===== src/rtl/muldiv_unit.sv =====
// Iterative RV32M multiply/divide unit beside the execute-stage ALU.
// Fixed 34-cycle start-to-done latency for every opcode.
module muldiv_unit #(
    parameter int XLEN = 32
) (
    input  logic            clk,
    input  logic            reset,
    input  logic            start,
    input  logic            kill,
    input  logic [4:0]      AluControl,
    input  logic [XLEN-1:0] a,
    input  logic [XLEN-1:0] b,
    output logic            busy,
    output logic            done,
    output logic [XLEN-1:0] result
);

    localparam int CNT_W = $clog2(XLEN);

    localparam logic [4:0] OP_MUL    = 5'b01011;
    localparam logic [4:0] OP_MULH   = 5'b01100;
    localparam logic [4:0] OP_MULHSU = 5'b01101;
    localparam logic [4:0] OP_MULHU  = 5'b01110;
    localparam logic [4:0] OP_DIV    = 5'b01111;
    localparam logic [4:0] OP_DIVU   = 5'b10000;
    localparam logic [4:0] OP_REM    = 5'b10001;
    localparam logic [4:0] OP_REMU   = 5'b10010;

    typedef enum logic [1:0] {
        S_IDLE,
        S_CALC,
        S_FIX,
        S_DONE
    } state_t;

    state_t            state_q, state_d;
    logic [CNT_W-1:0]  cnt_q, cnt_d;
    logic [4:0]        op_q, op_d;
    logic [XLEN-1:0]   ma_q, ma_d;
    logic [XLEN-1:0]   mb_q, mb_d;
    logic              sa_q, sa_d;
    logic              sb_q, sb_d;
    logic [2*XLEN-1:0] acc_q, acc_d;
    logic [XLEN:0]     rem_q, rem_d;
    logic [XLEN-1:0]   quo_q, quo_d;
    logic [XLEN-1:0]   result_q, result_d;

    logic              signed_a, signed_b;
    logic [XLEN-1:0]   mag_a, mag_b;
    logic [XLEN:0]     mul_sum, mul_add;
    logic [XLEN:0]     div_trial, div_diff;
    logic [2*XLEN-1:0] prod_fix;
    logic [XLEN-1:0]   quo_fix, rem_fix, fix_val;

    always_comb begin
        signed_a = (AluControl == OP_MULH) || (AluControl == OP_MULHSU) ||
                   (AluControl == OP_DIV)  || (AluControl == OP_REM);
        signed_b = (AluControl == OP_MULH) ||
                   (AluControl == OP_DIV)  || (AluControl == OP_REM);
    end

    assign mag_a = (signed_a && a[XLEN-1]) ? -a : a;
    assign mag_b = (signed_b && b[XLEN-1]) ? -b : b;

    // Shift-add: multiplier sits in the low half and is consumed LSB first.
    assign mul_sum = {1'b0, acc_q[2*XLEN-1:XLEN]} + {1'b0, ma_q};
    assign mul_add = acc_q[0] ? mul_sum : {1'b0, acc_q[2*XLEN-1:XLEN]};

    assign div_trial = {rem_q[XLEN-1:0], quo_q[XLEN-1]};
    assign div_diff  = div_trial - {1'b0, mb_q};

    assign prod_fix = (sa_q ^ sb_q) ? -acc_q : acc_q;
    assign quo_fix  = (mb_q == '0) ? '1 :
                      ((sa_q ^ sb_q) ? -quo_q : quo_q);
    // With a zero divisor the signed magnitude path rebuilds the dividend.
    assign rem_fix  = (mb_q == '0) ? (sa_q ? -ma_q : ma_q) :
                      (sa_q ? -rem_q[XLEN-1:0] : rem_q[XLEN-1:0]);

    always_comb begin
        fix_val = '0;
        case (op_q)
            OP_MUL:    fix_val = prod_fix[XLEN-1:0];
            OP_MULH,
            OP_MULHSU,
            OP_MULHU:  fix_val = prod_fix[2*XLEN-1:XLEN];
            OP_DIV,
            OP_DIVU:   fix_val = quo_fix;
            OP_REM,
            OP_REMU:   fix_val = rem_fix;
            default:   fix_val = '0;
        endcase
    end

    always_comb begin
        state_d  = state_q;
        cnt_d    = cnt_q;
        op_d     = op_q;
        ma_d     = ma_q;
        mb_d     = mb_q;
        sa_d     = sa_q;
        sb_d     = sb_q;
        acc_d    = acc_q;
        rem_d    = rem_q;
        quo_d    = quo_q;
        result_d = result_q;
        unique case (state_q)
            S_IDLE: begin
                if (start && !kill) begin
                    op_d    = AluControl;
                    ma_d    = mag_a;
                    mb_d    = mag_b;
                    sa_d    = signed_a & a[XLEN-1];
                    sb_d    = signed_b & b[XLEN-1];
                    acc_d   = {{XLEN{1'b0}}, mag_b};
                    rem_d   = '0;
                    quo_d   = mag_a;
                    cnt_d   = '0;
                    state_d = S_CALC;
                end
            end
            S_CALC: begin
                if (kill) begin
                    state_d = S_IDLE;
                end else begin
                    acc_d = {mul_add, acc_q[XLEN-1:1]};
                    if (!div_diff[XLEN]) begin
                        rem_d = div_diff;
                        quo_d = {quo_q[XLEN-2:0], 1'b1};
                    end else begin
                        rem_d = div_trial;
                        quo_d = {quo_q[XLEN-2:0], 1'b0};
                    end
                    cnt_d = cnt_q + CNT_W'(1);
                    if (cnt_q == CNT_W'(XLEN - 1))
                        state_d = S_FIX;
                end
            end
            S_FIX: begin
                if (kill) begin
                    state_d = S_IDLE;
                end else begin
                    result_d = fix_val;
                    state_d  = S_DONE;
                end
            end
            S_DONE: begin
                state_d = S_IDLE;
            end
        endcase
    end

    always_ff @(posedge clk) begin
        if (reset) begin
            state_q  <= S_IDLE;
            cnt_q    <= '0;
            op_q     <= '0;
            ma_q     <= '0;
            mb_q     <= '0;
            sa_q     <= 1'b0;
            sb_q     <= 1'b0;
            acc_q    <= '0;
            rem_q    <= '0;
            quo_q    <= '0;
            result_q <= '0;
        end else begin
            state_q  <= state_d;
            cnt_q    <= cnt_d;
            op_q     <= op_d;
            ma_q     <= ma_d;
            mb_q     <= mb_d;
            sa_q     <= sa_d;
            sb_q     <= sb_d;
            acc_q    <= acc_d;
            rem_q    <= rem_d;
            quo_q    <= quo_d;
            result_q <= result_d;
        end
    end

    assign busy   = (state_q != S_IDLE);
    assign done   = (state_q == S_DONE);
    assign result = result_q;

endmodule


===== config.mk =====
export PLATFORM = sky130hd
export DESIGN_NAME = muldiv_unit
export DESIGN_NICKNAME = d
export VERILOG_FILES = /design/src/rtl/muldiv_unit.sv
export SDC_FILE = /design/constraint.sdc
export NUM_CORES = 1
export LEC_CHECK = 0
export ABC_CLOCK_PERIOD_IN_PS = 3600
export CAP_MARGIN = 20
export CORE_ASPECT_RATIO = 0.5
export CORE_MARGIN = 3
export CORE_UTILIZATION = 55
export CTS_CLUSTER_DIAMETER = 150
export CTS_CLUSTER_SIZE = 25
export DETAILED_ROUTE_END_ITERATION = 8
export PLACE_DENSITY = 0.71
export SLEW_MARGIN = 20
export SYNTH_ARGS = -nofsm -noshare
export SYNTH_HDL_FRONTEND = slang
export SYNTH_SLANG_ARGS = --single-unit

===== constraint.sdc =====
create_clock -name clk -period 3.6 [get_ports clk]
set_clock_uncertainty 0.2 [all_clocks]
set_input_delay 0.36 -clock clk [delete_from_list [all_inputs] [get_ports clk]]
set_output_delay 0.36 -clock clk [all_outputs]
set_load 0.02 [all_outputs]

# Word-level counts from Yosys, hierarchy flattened

Cells that the tools add are included.

Bits in registers: 238
Output and inout port bits: 34
Bits of input ports: 73
Word-level logic and storage cells: 92

Add/sub/neg operators: 9
Bitwise gates (word level): 4
Equal/unequal tests: 19
Mux-type cells: 29
Reductions and logical operators: 20

Operators by type and width:

| operator                                                               | number |
|---|---|
| 32-bit two-way mux                                                     | 12 |
| 64-bit two-way mux                                                     | 3 |
| 32-bit negator                                                         | 5 |
| 32-bit one-hot mux with 2 select lines                                 | 2 |
| 32-bit one-hot mux with 4 select lines                                 | 1 |
| 64-bit one-hot mux with 2 select lines                                 | 1 |
| 64-bit negator                                                         | 1 |
| 5-bit by 4-bit equality test with 1-bit output (second input constant) | 8 |
| 32-bit by 32-bit adder with 33-bit output                              | 1 |
| 33-bit two-way mux                                                     | 1 |
| 33-bit by 32-bit subtractor with 33-bit output                         | 1 |
| 32-bit zero test                                                       | 1 |
| 5-bit equality test (second input constant)                            | 5 |
| 5-bit two-way mux                                                      | 2 |
| 5-bit one-hot mux with 2 select lines                                  | 1 |
| 2-bit two-way mux                                                      | 4 |
| 2-bit one-hot mux with 4 select lines                                  | 1 |
| 2-bit AND reduction                                                    | 3 |
| 5-bit by 1-bit adder with 5-bit output (second input constant)         | 1 |
| 1-bit logical OR                                                       | 5 |
| 2-bit equality test (second input constant)                            | 2 |
| 2-bit inequality test (second input constant)                          | 2 |
| 2-bit nonzero test                                                     | 2 |
| 2-bit OR reduction                                                     | 2 |
| 11 further kinds                                                       | 14 |

# Logic depth before layout (Yosys ltp)

Word-level depth: 8
Depth in mapped cells: 14

# Worst setup path after synthesis

No wires, ideal clock.

Path kind: flip-flop to flip-flop
Start point: register quo_q[31]
End point: register rem_q[30]
Path slack: 0.324 ns
Period minus slack after synthesis: 3.276 ns
Arrival: 3.016 ns
Buffers on the path: 0
Required time: 3.340 ns
Cell stages (with the launch flop): 14
Cells stage by stage: dfxtp_1 -> inv_1 -> ha_1 -> fa_1 -> nor2b_1 -> o21ai_1 -> a21oi_1 -> o211ai_1 -> o21ai_1 -> a31o_2 -> xor2_1 -> nand2_1 -> nor4_1 -> a221o_1

Cells in the longest elaborated chain, start to end: 4

RTL lines:

| element                                        | line | RTL |
|---|---|---|
| start: declaration                             | 45   | `logic [XLEN-1:0] quo_q, quo_d;` |
| start signal: assignment                       | 175  | `quo_q <= quo_d;` |
| 33-bit by 32-bit subtractor with 33-bit output | 70   | `assign div_diff = div_trial - {1'b0, mb_q};` |
| 32-bit two-way mux                             | 126  | `if (!div_diff[XLEN]) begin` |
| 32-bit two-way mux                             | 122  | `if (kill) begin` |
| 32-bit one-hot mux with 2 select lines         | 106  | `unique case (state_q)` |
| end signal: assignment                         | 174  | `rem_q <= rem_d;` |
| end: declaration                               | 44   | `logic [XLEN:0] rem_q, rem_d;` |

No other way between the ends. The select of a mux whose other input is x is not followed.
A chain may end at the register's enable or synchronous reset.

# Worst setup path after layout

Start point: register acc_q[21]
End point: register result_q[3], in the netlist result[3]

Cells in the longest elaborated chain, start to end: 3

RTL lines:

| element                                | line | RTL |
|---|---|---|
| start: declaration                     | 43   | `logic [2*XLEN-1:0] acc_q, acc_d;` |
| start signal: assignment               | 161  | `acc_q <= '0;` |
| start signal: assignment               | 173  | `acc_q <= acc_d;` |
| 64-bit negator                         | 72   | `assign prod_fix = (sa_q ^ sb_q) ? -acc_q : acc_q;` |
| 64-bit two-way mux                     | 72   |  |
| 32-bit one-hot mux with 4 select lines | 81   | `case (op_q)` |
| end signal: assignment                 | 176  | `result_q <= result_d;` |
| end: declaration                       | 46   | `logic [XLEN-1:0] result_q, result_d;` |

No other way between the ends.

==> metrics <==
critical path, cell by cell=or4_4 > nor4_2 > buf_4 > nand4_1 > buf_4 > or2_2 > o41ai_1 > xor2_1 > o21ai_1 > a22o_1; first-pass iteration count of the detailed router=6; Layout Nets=2625; synth warn=0; CP delay by family, top=simple AND/OR/NAND/NOR gates; main combinational cell family by area after synthesis=compound AO/OA/AOI/OAI gates; area grow syn2layout=15.35%; vias post-DR=19093; FF+latch count, synth=238; io pins=107; Arr. time, crit path=between 3 and 4 ns; Max Root-Sink Buffers=3; HPWL after DPL=52.54 mm; fin. max-slew vios=0; Post-Syn Nets=2483; post-synthesis xor/xnor area fraction=11.98%; setup TNS=0 ns; worst min path class=input pin to register; M1 wire length=about 30 mm; cell taking the most area after synthesis=dfxtp_1; Die W=about 260 um; simple-gate portion of the synthesized area=19.67%; Worst Path Buf+Inv=2; GRT Total Usage=a little under two fifths; DRC violation count after routing=0; routed vias/inst=6.563; Top FF cell, synth=dfxtp_1; Final Hold Viols=0; Synth cell types=84; TritonCTS clock tree=yes; Crit. End Element=register; Clock Latency Late Sink=0.52 ns; Final Core Density=64.77%; H-Tree Depth=1; Async SR Flop Fraction=0%; Die Ht=133.6 um; RR Endpoint=result[3]; die area=34890 um^2; Num CTS Buffers=13; EDFF count, synth=0; f_max=~280 MHz; remaining global-route overflow=0; most frequent cells in the layout=235 x dfxtp_1, 232 x nand2_1, 229 x a21oi_1, 208 x nor2_1, 177 x o21ai_0; area share of the largest cell type after synthesis=26.61%; share of layout cells above drive strength 1=11.51%; Initial Util=56.15%; Post-Syn Area=17900 um^2; final WL=~68 mm; status=finished, final reports clean; vias in the first global route=between 15000 and 20000; delay of the slowest critical-path stage=0.60 ns; Slew HR=a little under a third; syn avg cell area=7.665 um^2; Worst Path Class, Setup=register to register; Hold Path Sink=op_q[4]; most used cell, CP=buf_4; Max Cap Viol=0; metal2 WL=26.33 mm; Post-Syn Instances=2336; Synth area leaders=dfxtp_1 27%, xor2_1 7.0%, a21oi_1 6.5%; Setup Viol. Count Final=0; CTS clk-pin slew, worst paths=0.11 ns; RR Startpoint=acc_q[21]; critical path peak fanout=4; post-route ant nets=0; num rows=46; # port buffers=~110; CTS sink count=approximately 240; worst reg2reg setup slack=0.09 ns; Post-Synth Adder-Cell Area=5.255%; R2R depth=10; Hold Crit Depth=3; routability cong.=roughly 1.1; initial antenna violation count=1; RSZ-0062 raised after global routing=yes; critical hold path startpoint=AluControl[4]; largest net degree at the start of global routing=122; Routed WL per cell=23.47 um; Root Buffer=clkbuf_16; Pleak=approximately 8.1 nW; crit start category=register; commonest non-fill, non-tap cell in the layout=dfxtp_1; post-layout min period=3.510 ns; met3 wire length=9.554 mm; period utilization=97.49%; Seq/Total Area, Yosys=about a quarter; core area=31890 um^2; Max Used Layer=met4; first-pass GRT wire length=101.3 mm; Slew @ Worst Pin=approximately 1.0 ns; Req. time, crit path=approximately 3.8 ns; Peak VDD IR=0.0002420 V; Synth Area in Compound Gates=29.48%; critical path's slowest cell=or4_4; initial DRC count=between 2000 and 3000; mux share of post-synthesis cell area=2.215%; Antenna Cells=0; P per Cell Area=301.1 nW/um^2
==> registers in the layout, summed over array words and instances (netlist names) <==
signal and cells:
result 32, ma_q 32, op_q 5, sb_q 1, cnt_q 5, quo_q 32
rem_q 32, state_q 2, acc_q 64, mb_q 32, sa_q 1
==> worst max-delay path by stage <==
stage | end | startpoint | cells past startpoint
finish | result[3] | acc_q[21] | 10
global route | rem_q[30] | mb_q[9] | 13
CTS | result[19] | acc_q[21] | 11
detailed placement | quo_q[29] | a[10] | 11
global placement | quo_q[27] | a[10] | 11
floorplan | rem_q[30] | quo_q[31] | 13
==> synth_stat cells, types with 7 or more instances <==
master       n
dfxtp_1    238
nand2_1    232
a21oi_1    231
nor2_1     213
o21ai_0    178
xor2_1     143
clkbuf_1   120
xnor2_1    102
ha_1        72
inv_1       62
a211oi_1    60
nor3_1      50
a21o_1      42
o21a_1      36
o31ai_1     36
nor4_1      33
nand3_1     32
o221a_2     31
a31oi_1     30
nand2b_1    27
mux2i_1     25
or3_1       24
nor2b_1     22
o41ai_1     19
or4_1       19
a22oi_1     18
nand4_1     18
a221oi_1    13
o211ai_1    13
and3_1      12
o2111ai_1   12
a222oi_1    11
buf_1       11
o21ai_1      8
o22ai_1      8
or2_2        8
a22o_1       7
nand3b_1     7
o221ai_1     7
==> worst register-to-register path, cell delays in order (launching register included) <==
cell and delay, ns:
dfxtp_1 0.34, or4_4 0.60, nor4_2 0.26, buf_4 0.23, nand4_1 0.19, buf_4 0.26
or2_2 0.36, o41ai_1 0.33, xor2_1 0.24, o21ai_1 0.17, a22o_1 0.24
==> kinds of logic (layout without fill, tap and decap cells) <==
group	count (synthesis)	in the layout
AOI/OAI and AO/OA	807	807
and+or+nand+nor	733	733
xor gates and xnor gates	245	245
DFF	238	238
buffers and inverters	207	348
adders and majority gates	74	74
muxes	32	32
==> final cells by class <==
class                           count  area (um^2)
Clock inverter                      1        16.27
Tap cell                          432        540.5
Timing Repair Buffer              272         2357
Multi-Input combinational cell   1891        12410
Clock buffer                       13        325.3
Sequential cell                   238         4768
Inverter                           62        232.7
Fill cell                        2916        11230
==> metal layers <==
metal	up-vias	GRT usage, %
li1	8834	-
met5	-	0
met3	132	12.21
met1	9061	56.36
met2	1066	51.51
met4	0	9.988
==> power by group <==
group / switching, W / internal, W
Clock: 0.000958 / 0.000665
Sequential: 0.000199 / 0.00274
Combinational: 0.000988 / 0.000664
==> metrics by stage <==
step	setup WS, ns	hold WS (ns)	power (W)	cells	area [um^2]
floorplan	0.3239	0.2354	0.003896	2336	17900
detailed placement	-0.02531	0.2395	0.004564	2891	20230
global route	-0.009705	0.2567	0.006448	2909	20650
CTS	0.02893	0.2398	0.006155	2906	20580
global placement	0.01050	0.2356	0.004555	2891	20230
finish	0.09047	0.2511	0.006218	2909	20650
==> timing repair <==
item	CTS	global route
hold buffers	1	0
setup endpoints to repair	0	22
resized for setup	0	13
endpoints found under the hold margin	8	0
setup buffers	0	3
Note: power is estimated with default switching activity, not from simulation.
